File: config.mk
export PLATFORM = sky130hd
export DESIGN_NAME = comp_wide_seq
export DESIGN_NICKNAME = d
export VERILOG_FILES = /design/src/rtl/comp_pkg.sv /design/src/rtl/comp8_cascade.sv /design/src/rtl/comp_wide_seq.sv
export SDC_FILE = /design/constraint.sdc
export NUM_CORES = 1
export LEC_CHECK = 0
export BUFFER_PORTS_ARGS = -buffer_cell sky130_fd_sc_hd__buf_2
export CORE_ASPECT_RATIO = 1.5
export CORE_MARGIN = 2
export CORE_UTILIZATION = 48
export CTS_CLUSTER_SIZE = 8
export DETAILED_ROUTE_END_ITERATION = 8
export PLACE_DENSITY = 0.75
export SKIP_CTS_REPAIR_TIMING = 1
export SLEW_MARGIN = 20
export SYNTH_ARGS = -nofsm -noshare
export SYNTH_HDL_FRONTEND = slang
export SYNTH_HIERARCHICAL = 1
export SYNTH_SLANG_ARGS = --single-unit
File: constraint.sdc
create_clock -name clk -period 2.7 [get_ports clk]
set_clock_uncertainty 0.15 [all_clocks]
set_input_delay 0 -clock clk [delete_from_list [all_inputs] [get_ports clk]]
set_output_delay 0 -clock clk [all_outputs]
set_load 0.01 [all_outputs]
File: src/rtl/comp_pkg.sv
// ============================================================================
// comp_pkg : shared types, cascade encodings and slice helper for comp_wide_seq
// Revision : 1.0
// ============================================================================
`default_nettype none

package comp_pkg;

   typedef enum logic [1:0] {
      IDLE = 2'd0,
      RUN  = 2'd1,
      DONE = 2'd2
   } state_e;

   // Cascade encodings, ordered {L,E,G}
   localparam logic [2:0] CASC_EQ = 3'b010;
   localparam logic [2:0] CASC_LT = 3'b100;
   localparam logic [2:0] CASC_GT = 3'b001;

   localparam int MAX_NBYTES = 16;
   localparam int MAXW       = 8 * MAX_NBYTES;

   // Byte slice idx of an operand zero-extended to the widest legal width
   function automatic logic [7:0] slice_sel(input logic [MAXW-1:0] operand,
                                            input logic [3:0]      idx);
      logic [MAXW-1:0] shifted;
      shifted = operand >> {idx, 3'b000};
      return shifted[7:0];
   endfunction

endpackage

`default_nettype wire

File: src/rtl/comp8_cascade.sv
// ============================================================================
// comp8_cascade : combinational 8-bit 7485-style magnitude slice with cascade
// Revision : 1.0
// ============================================================================
`default_nettype none

module comp8_cascade (
   input  logic [7:0] a_i,
   input  logic [7:0] b_i,
   input  logic       lin_i,
   input  logic       ein_i,
   input  logic       gin_i,
   output logic       l_o,
   output logic       e_o,
   output logic       g_o
);

   always_comb begin
      l_o = lin_i;
      e_o = ein_i;
      g_o = gin_i;
      if (a_i > b_i) begin
         l_o = 1'b0;
         e_o = 1'b0;
         g_o = 1'b1;
      end else if (a_i < b_i) begin
         l_o = 1'b1;
         e_o = 1'b0;
         g_o = 1'b0;
      end
   end

endmodule

`default_nettype wire

File: src/rtl/comp_wide_seq.sv
// ============================================================================
// comp_wide_seq : wide unsigned comparator, one byte slice per clock, LSB first
// Revision : 1.0
// ============================================================================
`default_nettype none

module comp_wide_seq
   import comp_pkg::*;
#(
   parameter int NBYTES = 4,
   parameter int IDXW   = $clog2(NBYTES)
) (
   input  logic                clk,
   input  logic                rst,
   input  logic                in_valid,
   output logic                in_ready,
   input  logic [8*NBYTES-1:0] a,
   input  logic [8*NBYTES-1:0] b,
   output logic                out_valid,
   input  logic                out_ready,
   output logic                lt,
   output logic                eq,
   output logic                gt
);

   localparam int W = 8 * NBYTES;
   localparam logic [IDXW-1:0] C_LAST_IDX = IDXW'(NBYTES - 1);

   state_e          state_q, state_d;
   logic [W-1:0]    a_q, a_d;
   logic [W-1:0]    b_q, b_d;
   logic [IDXW-1:0] idx_q, idx_d;
   logic [2:0]      casc_q, casc_d;
   logic [2:0]      res_q, res_d;

   logic [7:0]      w_a_byte;
   logic [7:0]      w_b_byte;
   logic            w_l, w_e, w_g;

   assign w_a_byte = slice_sel(MAXW'(a_q), 4'(idx_q));
   assign w_b_byte = slice_sel(MAXW'(b_q), 4'(idx_q));

   comp8_cascade u_slice (
      .a_i   (w_a_byte),
      .b_i   (w_b_byte),
      .lin_i (casc_q[2]),
      .ein_i (casc_q[1]),
      .gin_i (casc_q[0]),
      .l_o   (w_l),
      .e_o   (w_e),
      .g_o   (w_g)
   );

   always_ff @(posedge clk) begin
      if (rst) begin
         state_q <= IDLE;
         a_q     <= '0;
         b_q     <= '0;
         idx_q   <= '0;
         casc_q  <= CASC_EQ;
         res_q   <= 3'b000;
      end else begin
         state_q <= state_d;
         a_q     <= a_d;
         b_q     <= b_d;
         idx_q   <= idx_d;
         casc_q  <= casc_d;
         res_q   <= res_d;
      end
   end

   always_comb begin
      state_d = state_q;
      a_d     = a_q;
      b_d     = b_q;
      idx_d   = idx_q;
      casc_d  = casc_q;
      res_d   = res_q;
      case (state_q)
         IDLE: begin
            if (in_valid) begin
               a_d     = a;
               b_d     = b;
               casc_d  = CASC_EQ;
               idx_d   = '0;
               state_d = RUN;
            end
         end
         RUN: begin
            casc_d = {w_l, w_e, w_g};
            // idx holds at the last slice rather than wrapping
            if (idx_q == C_LAST_IDX) begin
               res_d   = {w_l, w_e, w_g};
               state_d = DONE;
            end else begin
               idx_d = idx_q + 1'b1;
            end
         end
         DONE: begin
            if (out_ready) begin
               state_d = IDLE;
            end
         end
         default: state_d = IDLE;
      endcase
   end

   assign in_ready  = (state_q == IDLE);
   assign out_valid = (state_q == DONE);
   assign lt        = res_q[2];
   assign eq        = res_q[1];
   assign gt        = res_q[0];

endmodule

`default_nettype wire

# ---- Yosys cells after proc, flatten, opt, wreduce, memory -nomap -nowiden
# Index checks and enable logic that the tools add are counted.
dict set report totals {
  wordCells 40
  ff_bits 74
  output_inout_bits 5
}
dict set report op_classes {
  n_shift 2
  n_addsub 1
  magnitude_cmp 2
  muxes 15
  n_eq_ne 7
  reduce_logical 7
}
# cell count
set ops {}
lappend ops {{$shr 32x5->8} 2}
lappend ops {{$mux 2} 5}
lappend ops {{$gt 8x8->1} 1}
lappend ops {{$lt 8x8->1} 1}
lappend ops {{$mux 1} 6}
lappend ops {{$ne 2x2->1 const B} 3}
lappend ops {{$pmux 2 s3} 1}
lappend ops {{$pmux 3 s2} 1}
lappend ops {{$reduce_and 2->1} 3}
lappend ops {{$reduce_and 3->1} 2}
lappend ops {{$eq 2x2->1 const B} 2}
lappend ops {{$pmux 2 s2} 1}
lappend ops {{$mux 3} 1}
lappend ops {{$add 2x1->2 const B} 1}
lappend ops {{$eq 2x1->1 const B} 1}
lappend ops {{$logic_not 2->1} 1}
lappend ops {{$ne 2x1->1 const B} 1}
lappend ops {{$reduce_bool 2->1} 1}

# ---- Logic depth before layout (Yosys ltp)
# Gate-level depths: netlist (run 1).
dict set report depth {
  depth_word 5
  depth_mapped 11
  ltp_nobuf 9
}

# ---- Cells and area by module
# Netlist (run 1), hierarchy kept.
# module cells_per_inst area_each_um2 instances
set modules_own_cells {}
lappend modules_own_cells {comp_wide_seq 345 3021.6 1}
lappend modules_own_cells {comp8_cascade 32 225.2 1}

# ---- Worst setup path before layout (run 1)
# Ideal clock, no wire load.
dict set report synth_path {
  kind {register to register}
  from {register idx_q[0]}
  to {register casc_q[0]}
  stages_incl_launch_ff 12
  t_arrival_ps 2294
  synth_period_minus_slack_ps 2571
  n_path_buf 2
  t_required_ps 2422
  slack_ps 129
  setup_ps 128
  path_cell_list {dfxtp_1 buf_2 buf_4 mux4_2 inv_1 ha_1 a21oi_1 nor2_1 a211oi_2 a21oi_1 a22oi_1 nor2_1}
}
dict set report synth_between {
  elab_chain_len 5
}
# item line_no
set synth_lines {}
lappend synth_lines {{from (decl)} comp_wide_seq.sv:32} ;# logic [IDXW-1:0] idx_q, idx_d;
lappend synth_lines {{from (signal assigned)} comp_wide_seq.sv:66} ;# idx_q <= idx_d;
lappend synth_lines {{$shr 32x5->8 (*)} comp_pkg.sv:27} ;# shifted = operand >> {idx, 3'b000};
lappend synth_lines {{net w_b_byte[5]} comp_wide_seq.sv:37} ;# logic [7:0] w_b_byte;
lappend synth_lines {{$lt 8x8->1} comp8_cascade.sv:26} ;# end else if (a_i < b_i) begin
lappend synth_lines {{$mux 1} comp8_cascade.sv:26}
lappend synth_lines {{$mux 1 (*)} comp8_cascade.sv:22} ;# if (a_i > b_i) begin
lappend synth_lines {{net w_g} comp_wide_seq.sv:38} ;# logic w_l, w_e, w_g;
lappend synth_lines {{$pmux 3 s2 (*)} comp_wide_seq.sv:79} ;# case (state_q)
lappend synth_lines {{to (signal assigned)} comp_wide_seq.sv:67} ;# casc_q <= casc_d;
lappend synth_lines {{to (decl)} comp_wide_seq.sv:33} ;# logic [2:0] casc_q, casc_d;
# The timed path passes the listed nets; every way through them passes the cells marked *.
# A chain may end at the register's enable or synchronous reset.

# ---- Worst setup path in the final report (run 1)
dict set report layout_path {
  from {register idx_q[0]}
  to {register casc_q[0]}
}
dict set report layout_between {
  elab_chain_len 5
}
# item line_no
set layout_lines {}
lappend layout_lines {{$shr 32x5->8 (*)} comp_pkg.sv:27}
lappend layout_lines {{net w_a_byte[5]} comp_wide_seq.sv:36} ;# logic [7:0] w_a_byte;
lappend layout_lines {{$lt 8x8->1} comp8_cascade.sv:26}
lappend layout_lines {{$mux 1} comp8_cascade.sv:26}
lappend layout_lines {{$mux 1 (*)} comp8_cascade.sv:22}
lappend layout_lines {{net w_g} comp_wide_seq.sv:38}
lappend layout_lines {{$pmux 3 s2 (*)} comp_wide_seq.sv:79}
# Marked as above.

==> summary.md, run 1 <==
| Metric | Value |
|---|---|
| Tightest Pin Transition | `472.0 ps` |
| Gpl congestion | `approximately 0.93` |
| Initial antenna violation count | `0` |
| Max-slew violations | `0` |
| P_int | `1.988 mW` |
| Synth async-reset ratio | `0%` |
| # IOs | `73` |
| EDFF count, synth | `0` |
| GR Overflow Total | `0` |
| GRT Total Usage | `20.52%` |
| DRT iter0 DRCs | `188` |
| Post-DRT Antenna Nets | `0` |
| Clock Latency Late Sink | `350 ps` |
| Synth area leader | `dfxtp_1` |
| Lkg Pwr | `1.856 nW` |
| Clk network pwr share | `approximately two fifths` |
| Most common cell after layout, fill and taps aside | `nand2_1` |
| Top-area cell type share of the netlist area | `between 40% and 50%` |
| Mapped Cells | `377` |
| Buffer type at the clock tree root | `clkbuf_8` |
| Hold Crit Class | `input port to register` |
| Avg Vias per Cell | `around 5.2` |
| CP startpoint | `idx_q[0]` |
| Cts bufs inserted | `9` |
| Largest family of logic cells by synthesized area | `simple AND/OR/NAND/NOR gates` |
| Global-route wire length before repair | `11.97 mm` |
| Die W | `71.16 microns` |
| Final hold vios | `0` |
| Initial Util | `between 40% and 50%` |
| Fillers | `485` |
| Seq/Total Area, Yosys | `a little under half` |
| Net switching share of the total power | `24.35%` |
| Synth Register Bits | `74` |
| Max-cap violations | `0` |
| Count of different cell masters after synthesis | `29` |
| Seq. cell area | `0.001481 sq mm` |
| Post-synthesis adder-cell area fraction | `3.468%` |
| Dpl hpwl | `5.330 mm` |
| Unrepaired setup endpoints after global routing | `no` |
| CP Capture Point | `casc_q[0]` |
| CTS tree | `built` |
| Slew HR | `68.53%` |
| Clock buffer depth | `2` |
| Layout cell share with drive strength beyond 1 | `22.18%` |
| Fin Setup TNS | `0 ps` |
| Min Clock Period, post-route | `2505 ps` |
| # DRC | `0` |
| WL final | `8.418 mm` |
| Clk sinks | `74` |
| Ys Warns | `6` |
| CP Data Required Time | `2790 ps` |
| CP Max Fanout | `19` |
| Core Rows | `36` |
| Compound-Gate Fraction of Synth Area | `13.45%` |
| Area of the multi-input gates | `0.001574 sq mm` |
| Final setup viols | `0` |
| Core area | `between 0.006 and 0.007 sq mm` |
| Reg2Reg Setup Slack | `190 ps` |
| Peak VDD IR | `0.4228 mV` |
| Syn nets | `454` |
| Xor/xnor share of the synthesized area | `0%` |
| Commonest cells after routing, fill and taps aside | `nand2_1, a21oi_1, dfxtp_1` |
| Post-synthesis mux area share | `between 10% and 20%` |
| R2r endpoint | `casc_q[0]` |
| Die area | `0.007452 sq mm` |
| Share of power burned in registers | `about 45%` |
| Most used DFF post-synth | `dfxtp_1` |
| Cells on worst reg2reg path | `9` |
| Height of the die | `between 100 and 150 microns` |
| IO Port Bufs | `a little over 70` |
| Nets | `586` |
| Worst Setup Path Type | `register to register` |
| Psw | `0.6401 mW` |
| Part of the cycle the worst path needs | `92.79%` |
| DRT Pass-1 Iters | `4` |
| Htree depth | `3` |
| Vias in the first global route | `2712` |
| Critical R2R Launch | `idx_q[0]` |
| Synthesized cell area | `about 0.0032 sq mm` |
| Clock transition at path regs | `70 ps` |
| CP endpoint kind | `register` |
| Area growth, synth to finish | `39.54%` |
| Via count | `a little over 3000` |
| Min Hold Slack | `roughly 280 ps` |
| Final total power | `2.628 mW` |
| Worst EP arrival | `2600 ps` |
| Largest net degree at the start of global routing | `41` |
| N_diodes | `0` |
| Peak Freq | `399.1 MHz` |
| Synth area leaders | `dfxtp_1, nand2_1, a21oi_1` |
| Comb power frac | `16.2%` |
| Status | `completed` |
| Synth Area per Inst | `between 8 and 9 sq um` |
| Worst setup SP type | `register` |
| Simple-Gate Fraction of Synth Area | `approximately 20%` |
| PD cells | `580.1 mW/mm^2` |
| Routed len/inst | `14.27 microns` |
-- state kept, by name, summed over array words and instances (netlist names) --
name,flops
a_q,32
b_q,32
casc_q,3
idx_q,2
res_q,3
state_q,2
-- cell families (layout without fill, tap and decap cells) --
logic type,count (synthesis),after routing
muxes,17,17
buffers and inverters,36,173
AOI/OAI and AO/OA,82,82
DFF,74,74
and+or+nand+nor,159,159
adders and majority gates,9,9
-- synth_stat cells (2+ instances only) --
cell type and n:
nand2_1 133, a21oi_1 74, dfxtp_1 74, mux4_2 16, buf_2 10, clkbuf_1 9
ha_1 9, inv_1 9, buf_6 6, nand3_1 6, nor2_1 5, nor2b_1 5
a22oi_1 2, nand4_1 2, nor3_1 2, o21bai_1 2
-- power by group through the flow --
stage | Clock (mW) | Sequential, mW | Combinational (mW)
finish | 1.01 | 1.19 | 0.425
CTS | 1.01 | 1.19 | 0.345
detailed placement | 0 | 1.22 | 0.341
global placement | 0 | 1.22 | 0.334
global route | 1.05 | 1.20 | 0.473
floorplan | 0 | 1.20 | 0.259
-- cell type report --
cell class                      count  share of cell area (%)
Clock buffer                       10                   2.817
Clock inverter                      6                   2.320
Inverter                            9                  0.7456
Multi-Input combinational cell    267                   34.74
Sequential cell                    74                   32.70
Tap cell                           76                   2.099
Timing Repair Buffer              148                   24.58
-- worst min path at each step --
stage	cells after the start	end	start
floorplan	2	a_q[10]	a[10]
global placement	3	a_q[29]	a[29]
detailed placement	3	b_q[16]	b[16]
CTS	3	a_q[28]	a[28]
global route	4	a_q[3]	a[3]
finish	4	b_q[25]	b[25]
-- metal layers --
metal | part of all wire, % | track usage (%) | vias up
met5 | 0 | 0 | -
met4 | 2.8 | 6.604 | 0
met3 | 4.0 | 5.207 | 23
met2 | 56 | 37.63 | 94
met1 | 38 | 22.45 | 1435
li1 | - | - | 1532
-- through the flow --
stage	std cells	setup slack (ps)	area (sq um)	util, %
after floorplan	377	128.8	3247	-
after global placement	506	273.4	3617	55.38
after detailed placement	506	207.8	3617	55.38
after CTS	522	178.6	3850	58.95
after global routing	590	76.31	4531	69.37
final	590	194.6	4531	69.37
-- critical path, cell delays in order, from the launching register on --
cell and delay [ps]:
dfxtp_1 360, buf_12 190, mux4_2 520, ha_1 330, a21oi_1 150, nor2_1 70
a211oi_2 250, a21oi_1 130, a22oi_1 180, nor2_1 70
(Power assumes the default switching activity.)
==> inputs of run 2 (changes only) <==
--- a/config.mk
+++ b/config.mk
@@ -5,13 +5,13 @@
 export SDC_FILE = /design/constraint.sdc
 export NUM_CORES = 1
 export LEC_CHECK = 0
-export BUFFER_PORTS_ARGS = -buffer_cell sky130_fd_sc_hd__buf_2
 export CORE_ASPECT_RATIO = 1.5
 export CORE_MARGIN = 2
-export CORE_UTILIZATION = 48
+export CORE_UTILIZATION = 52
 export CTS_CLUSTER_SIZE = 8
 export DETAILED_ROUTE_END_ITERATION = 8
-export PLACE_DENSITY = 0.75
+export DONT_BUFFER_PORTS = 1
+export PLACE_DENSITY = 0.7
 export SKIP_CTS_REPAIR_TIMING = 1
 export SLEW_MARGIN = 20
 export SYNTH_ARGS = -nofsm -noshare
==> run 2 against run 1 <==
Sequential cell count did not move. Highest routed layer unchanged. Combinational power fell by 8.2%. Final cell count shrank 11%.
==> summary.md, run 2 (synthesis gave the netlist of run 1 again) <==
| Metric | Value |
|---|---|
| Status | `completed` |
| Buffer type at the clock tree root | `clkbuf_8` |
| Routed len/inst | `15.44 microns` |
| Core Rows | `35` |
| Cts bufs inserted | `9` |
| Fillers | `463` |
| PD cells | `~600 mW/mm^2` |
| CP Max Fanout | `15` |
| Slew HR | `61.58%` |
| Peak Freq | `392.0 MHz` |
| Die W | `68.52 microns` |
| WL final | `roughly 8 mm` |
| Fin Setup TNS | `0 ps` |
| CP Data Required Time | `2790 ps` |
| Peak VDD IR | `approximately 0.49 mV` |
| Reg2Reg Setup Slack | `150 ps` |
| Core area | `0.006087 sq mm` |
| Worst EP arrival | `2640 ps` |
| Tightest Pin Transition | `576.3 ps` |
| Max-cap violations | `0` |
| Clk sinks | `74` |
| Nets | `525` |
| DRT Pass-1 Iters | `4` |
| Biggest regs | `a_q: 32 flops, b_q: 32 flops` |
| Layout cell share with drive strength beyond 1 | `9.934%` |
| CP endpoint kind | `register` |
| # DRC | `0` |
| Psw | `0.6374 mW` |
| Gpl congestion | `0.7695` |
| Via count | `between 2000 and 3000` |
| Height of the die | `100.8 microns` |
| Area growth, synth to finish | `32.68%` |
| Initial Util | `about 53%` |
| GR Overflow Total | `0` |
| Avg Vias per Cell | `between 5 and 6` |
| Initial antenna violation count | `0` |
| Hold Crit Class | `input port to register` |
| IO Port Bufs | `0` |
| Net switching share of the total power | `about 24%` |
| Commonest cells after routing, fill and taps aside | `nand2_1, dlygate4sd3_1, a21oi_1` |
| Most common cell after layout, fill and taps aside | `nand2_1` |
| P_int | `2.003 mW` |
| Clock buffer depth | `2` |
| Htree depth | `3` |
| Vias in the first global route | `2406` |
| Global-route wire length before repair | `10.99 mm` |
| Clk network pwr share | `about two fifths` |
| DRT iter0 DRCs | `125` |
| Worst setup SP type | `register` |
| Worst Setup Path Type | `register to register` |
| Final worst-path setup slack | `149.1 ps` |
| Share of power burned in registers | `45.2%` |
| Final hold vios | `0` |
| Lkg Pwr | `1.719 nW` |
| Place WS | `191.5 ps` |
| CTS tree | `built` |
| Final setup viols | `0` |
| # IOs | `73` |
| Die area | `0.006905 sq mm` |
| N_diodes | `0` |
| Min Hold Slack | `54.59 ps` |
| GRT Total Usage | `21.39%` |
| Max-slew violations | `0` |
| Post-DRT Antenna Nets | `0` |
| Clock transition at path regs | `80 ps` |
| Min Clock Period, post-route | `2551 ps` |
| Part of the cycle the worst path needs | `a little over nine tenths` |
| Dpl hpwl | `between 4 and 5 mm` |
| Fin util | `70.77%` |
| Clock Latency Late Sink | `350 ps` |
| Comb power frac | `14.8%` |
| Largest net degree at the start of global routing | `75` |
run 2: power by group through the flow:
stage,Combinational (mW),Sequential (mW),Clock [mW]
3_5_place_dp,0.282,1.22,0
4_1_cts,0.283,1.19,1.06
5_1_grt,0.437,1.20,1.12
2_1_floorplan,0.259,1.20,0
3_3_place_gp,0.272,1.22,0
6_report,0.390,1.19,1.06
run 2: final timing paths:
path            start   endpoint  cells after the start
max          idx_q[0]  casc_q[2]                      8
min          in_valid     b_q[1]                      4
max reg2reg  idx_q[0]  casc_q[2]                      8
min reg2reg   a_q[29]    a_q[29]                      2
run 2: metal layers:
| layer | part of all wire (%) | track usage [%] | wire length (microns) | vias up |
|---|---|---|---|---|
| met3 | 4.3 | 4.134 | 349 | 14 |
| met5 | 0 | 0 | 0 | - |
| li1 | - | - | - | 1410 |
| met4 | 2.0 | 9.846 | 159 | 0 |
| met1 | 41 | 26.12 | 3306 | 1322 |
| met2 | 53 | 35.43 | 4325 | 75 |
run 2: worst max-delay path: stages (launching register included):
cell     delay (ps)
dfxtp_1         380
buf_12          190
mux4_2          520
ha_1            360
nand4_1         170
a21o_1          220
a22o_1          210
a22oi_1         170
nor2_1           60
run 2: per-stage QoR:
stage	cell area [sq um]	cells	power [mW]
6_report	4308	527	2.640
3_5_place_dp	3254	432	1.499
5_1_grt	4308	527	2.751
2_1_floorplan	3247	377	1.458
4_1_cts	3506	448	2.537
3_3_place_gp	3254	432	1.488
run 2: layout make-up:
class	instances	area [sq um]	share of cell area [%]
clock buffers	10	137.6	3.195
clock inverters	6	113.9	2.643
inverters	9	33.78	0.7842
multi-input cells	267	1574	36.54
flip-flops and latches	74	1483	34.42
well taps	74	92.59	2.149
repair buffers	87	873.3	20.27
==> inputs of run 3 (changes only) <==
==> constraint.sdc (replaced) <==
create_clock -name clk -period 2.7 [get_ports clk]
set_clock_uncertainty 0.15 [all_clocks]
set_input_delay 0 -clock clk [delete_from_list [all_inputs] [get_ports clk]]
set_output_delay 0 -clock clk [all_outputs]
set_load 0.005 [all_outputs]
==> run 3 against run 2 <==
Sequential power about the same. Utilization decreased by 1.5 points. Via count decreased by 1.5%. Design area decreased by 2.2%. Clock power about the same. Largest power group unchanged. Highest routed layer unchanged.
==> summary.md, run 3 (synthesis gave the netlist of run 1 again) <==
| Metric | Value |
|---|---|
| Area growth, synth to finish | `29.79%` |
| Clock buffer depth | `2` |
| Final total power | `between 2 and 3 mW` |
| Min Hold Slack | `between 40 and 50 ps` |
| Hold Crit Class | `input port to register` |
| Peak VDD IR | `roughly 0.46 mV` |
| Comb power frac | `~15%` |
| Worst setup SP type | `register` |
| N_diodes | `0` |
| PD cells | `623.0 mW/mm^2` |
| Initial antenna violation count | `0` |
| Worst Setup Path Type | `register to register` |
| Net switching share of the total power | `24.14%` |
| Finished Layout Cells | `517` |
| Cells on worst reg2reg path | `8` |
| Final hold vios | `0` |
| Largest net degree at the start of global routing | `between 70 and 80` |
| DRT Pass-1 Iters | `4` |
| Gpl congestion | `about 0.77` |
| Peak Freq | `393.1 MHz` |
| P_int | `1.992 mW` |
| GR Overflow Total | `0` |
| WP depth | `8` |
| CTS tree | `built` |
| Die W | `68.52 microns` |
| Layout cell share with drive strength beyond 1 | `between 9 and 10%` |
| Final worst-path setup slack | `156.1 ps` |
| Hold path depth | `4` |
| Clock transition at path regs | `80 ps` |
| Clk network pwr share | `40.0%` |
| Post-DRT Antenna Nets | `0` |
| Global-route wire length before repair | `10.67 mm` |
| Dpl hpwl | `roughly 4.8 mm` |
| Family with the most delay on the worst path | `compound AO/OA/AOI/OAI gates` |
| Clk sinks | `74` |
| Cts bufs inserted | `9` |
| # IOs | `73` |
| Buffer type at the clock tree root | `clkbuf_8` |
| Reg2Reg Setup Slack | `160 ps` |
| Initial Util | `53.34%` |
| Height of the die | `100.8 microns` |
| Hold-critical path endpoint | `b_q[4]` |
| Slew HR | `60.65%` |
| Worst EP arrival | `2620 ps` |
| Share of power burned in registers | `around 45%` |
| GRT Total Usage | `a little over a fifth` |
| CP endpoint kind | `register` |
| CP Max Fanout | `15` |
| Avg Vias per Cell | `5.377` |
| Critical R2R Launch | `idx_q[0]` |
| R2r endpoint | `casc_q[2]` |
| Die area | `just under 0.007 sq mm` |
| CP peak stage delay | `520 ps` |
| Vias in the first global route | `2375` |
| Final setup viols | `0` |
| Worst min-delay path startpoint | `in_valid` |
| Lkg Pwr | `1.580 nW` |
| Routed len/inst | `14.84 microns` |
| Cell with the largest stage delay on the worst path | `mux4_2` |
| Htree depth | `3` |
| Cell area after placement | `0.003254 sq mm` |
| Most common cell after layout, fill and taps aside | `nand2_1` |
| Nets | `515` |
| Place WS | `183.6 ps` |
| Psw | `0.6337 mW` |
| Commonest cells after routing, fill and taps aside | `nand2_1, a21oi_1, dfxtp_1` |
| Max-slew violations | `0` |
| Core area | `0.006087 sq mm` |
| Critical path cell sequence | `buf_12 -> mux4_2 -> ha_1 -> nand4_1 -> a21o_1 -> a22o_1 -> a22oi_1 -> nor2_1` |
| WL final | `7.670 mm` |
| Biggest regs | `a_q: 32 flops, b_q: 32 flops` |
| # DRC | `0` |
| CP Data Required Time | `2780 ps` |
| Fillers | `445` |
| Status | `completed` |
| Clock Latency Late Sink | `350 ps` |
| Min Clock Period, post-route | `2544 ps` |
| CP bufs+invs | `1` |
| Finished Cell Area | `0.004214 sq mm` |
| DRT iter0 DRCs | `between 100 and 150` |
| Fin util | `69.23%` |
| Tightest Pin Transition | `590.3 ps` |
| Fin Setup TNS | `0 ps` |
| Unrepaired setup endpoints after global routing | `no` |
| Part of the cycle the worst path needs | `between 90% and 100%` |
| IO Port Bufs | `0` |
| Placed cells | `432` |
| Max-cap violations | `0` |
| Core Rows | `35` |
| Via count | `between 2000 and 3000` |
## run 3: final cells by class
type / instances / area (sq um) / share of cell area (%)
Multi-Input combinational cell: 267 / 1574 / 37.35
Timing Repair Buffer: 77 / 780.7 / 18.53
Clock inverter: 6 / 113.9 / 2.702
Tap cell: 74 / 92.59 / 2.197
Sequential cell: 74 / 1481 / 35.15
Inverter: 9 / 33.78 / 0.8017
Clock buffer: 10 / 137.6 / 3.266
## run 3: metal layers
| metal | GRT usage, % | part of all wire [%] | vias up |
|---|---|---|---|
| li1 | - | - | 1387 |
| met1 | 24.55 | 41 | 1296 |
| met2 | 35.43 | 52 | 78 |
| met3 | 5.587 | 4.1 | 19 |
| met4 | 7.692 | 2.4 | 0 |
| met5 | 0 | 0 | - |
## run 3: how the worst max path moves through the flow
stage,start,end,slack (ps)
2_1_floorplan,idx_q[0],casc_q[0],130
3_3_place_gp,idx_q[0],casc_q[2],270
3_5_place_dp,idx_q[1],casc_q[2],180
4_1_cts,idx_q[0],casc_q[2],180
5_1_grt,idx_q[0],casc_q[2],40
6_report,idx_q[0],casc_q[2],160
## run 3: power by group through the flow
stage               combinational (mW)  sequential (mW)  clock (mW)
finish                           0.384             1.19        1.05
global route                     0.425             1.20        1.12
CTS                              0.282             1.19        1.06
detailed placement               0.281             1.22           0
global placement                 0.272             1.22           0
floorplan                        0.258             1.20           0
## run 3: worst reg2reg max path, stage by stage (launching register included)
cell     delay [ps]
dfxtp_1         380
buf_12          190
mux4_2          520
ha_1            360
nand4_1         170
a21o_1          220
a22o_1          210
a22oi_1         170
nor2_1           60
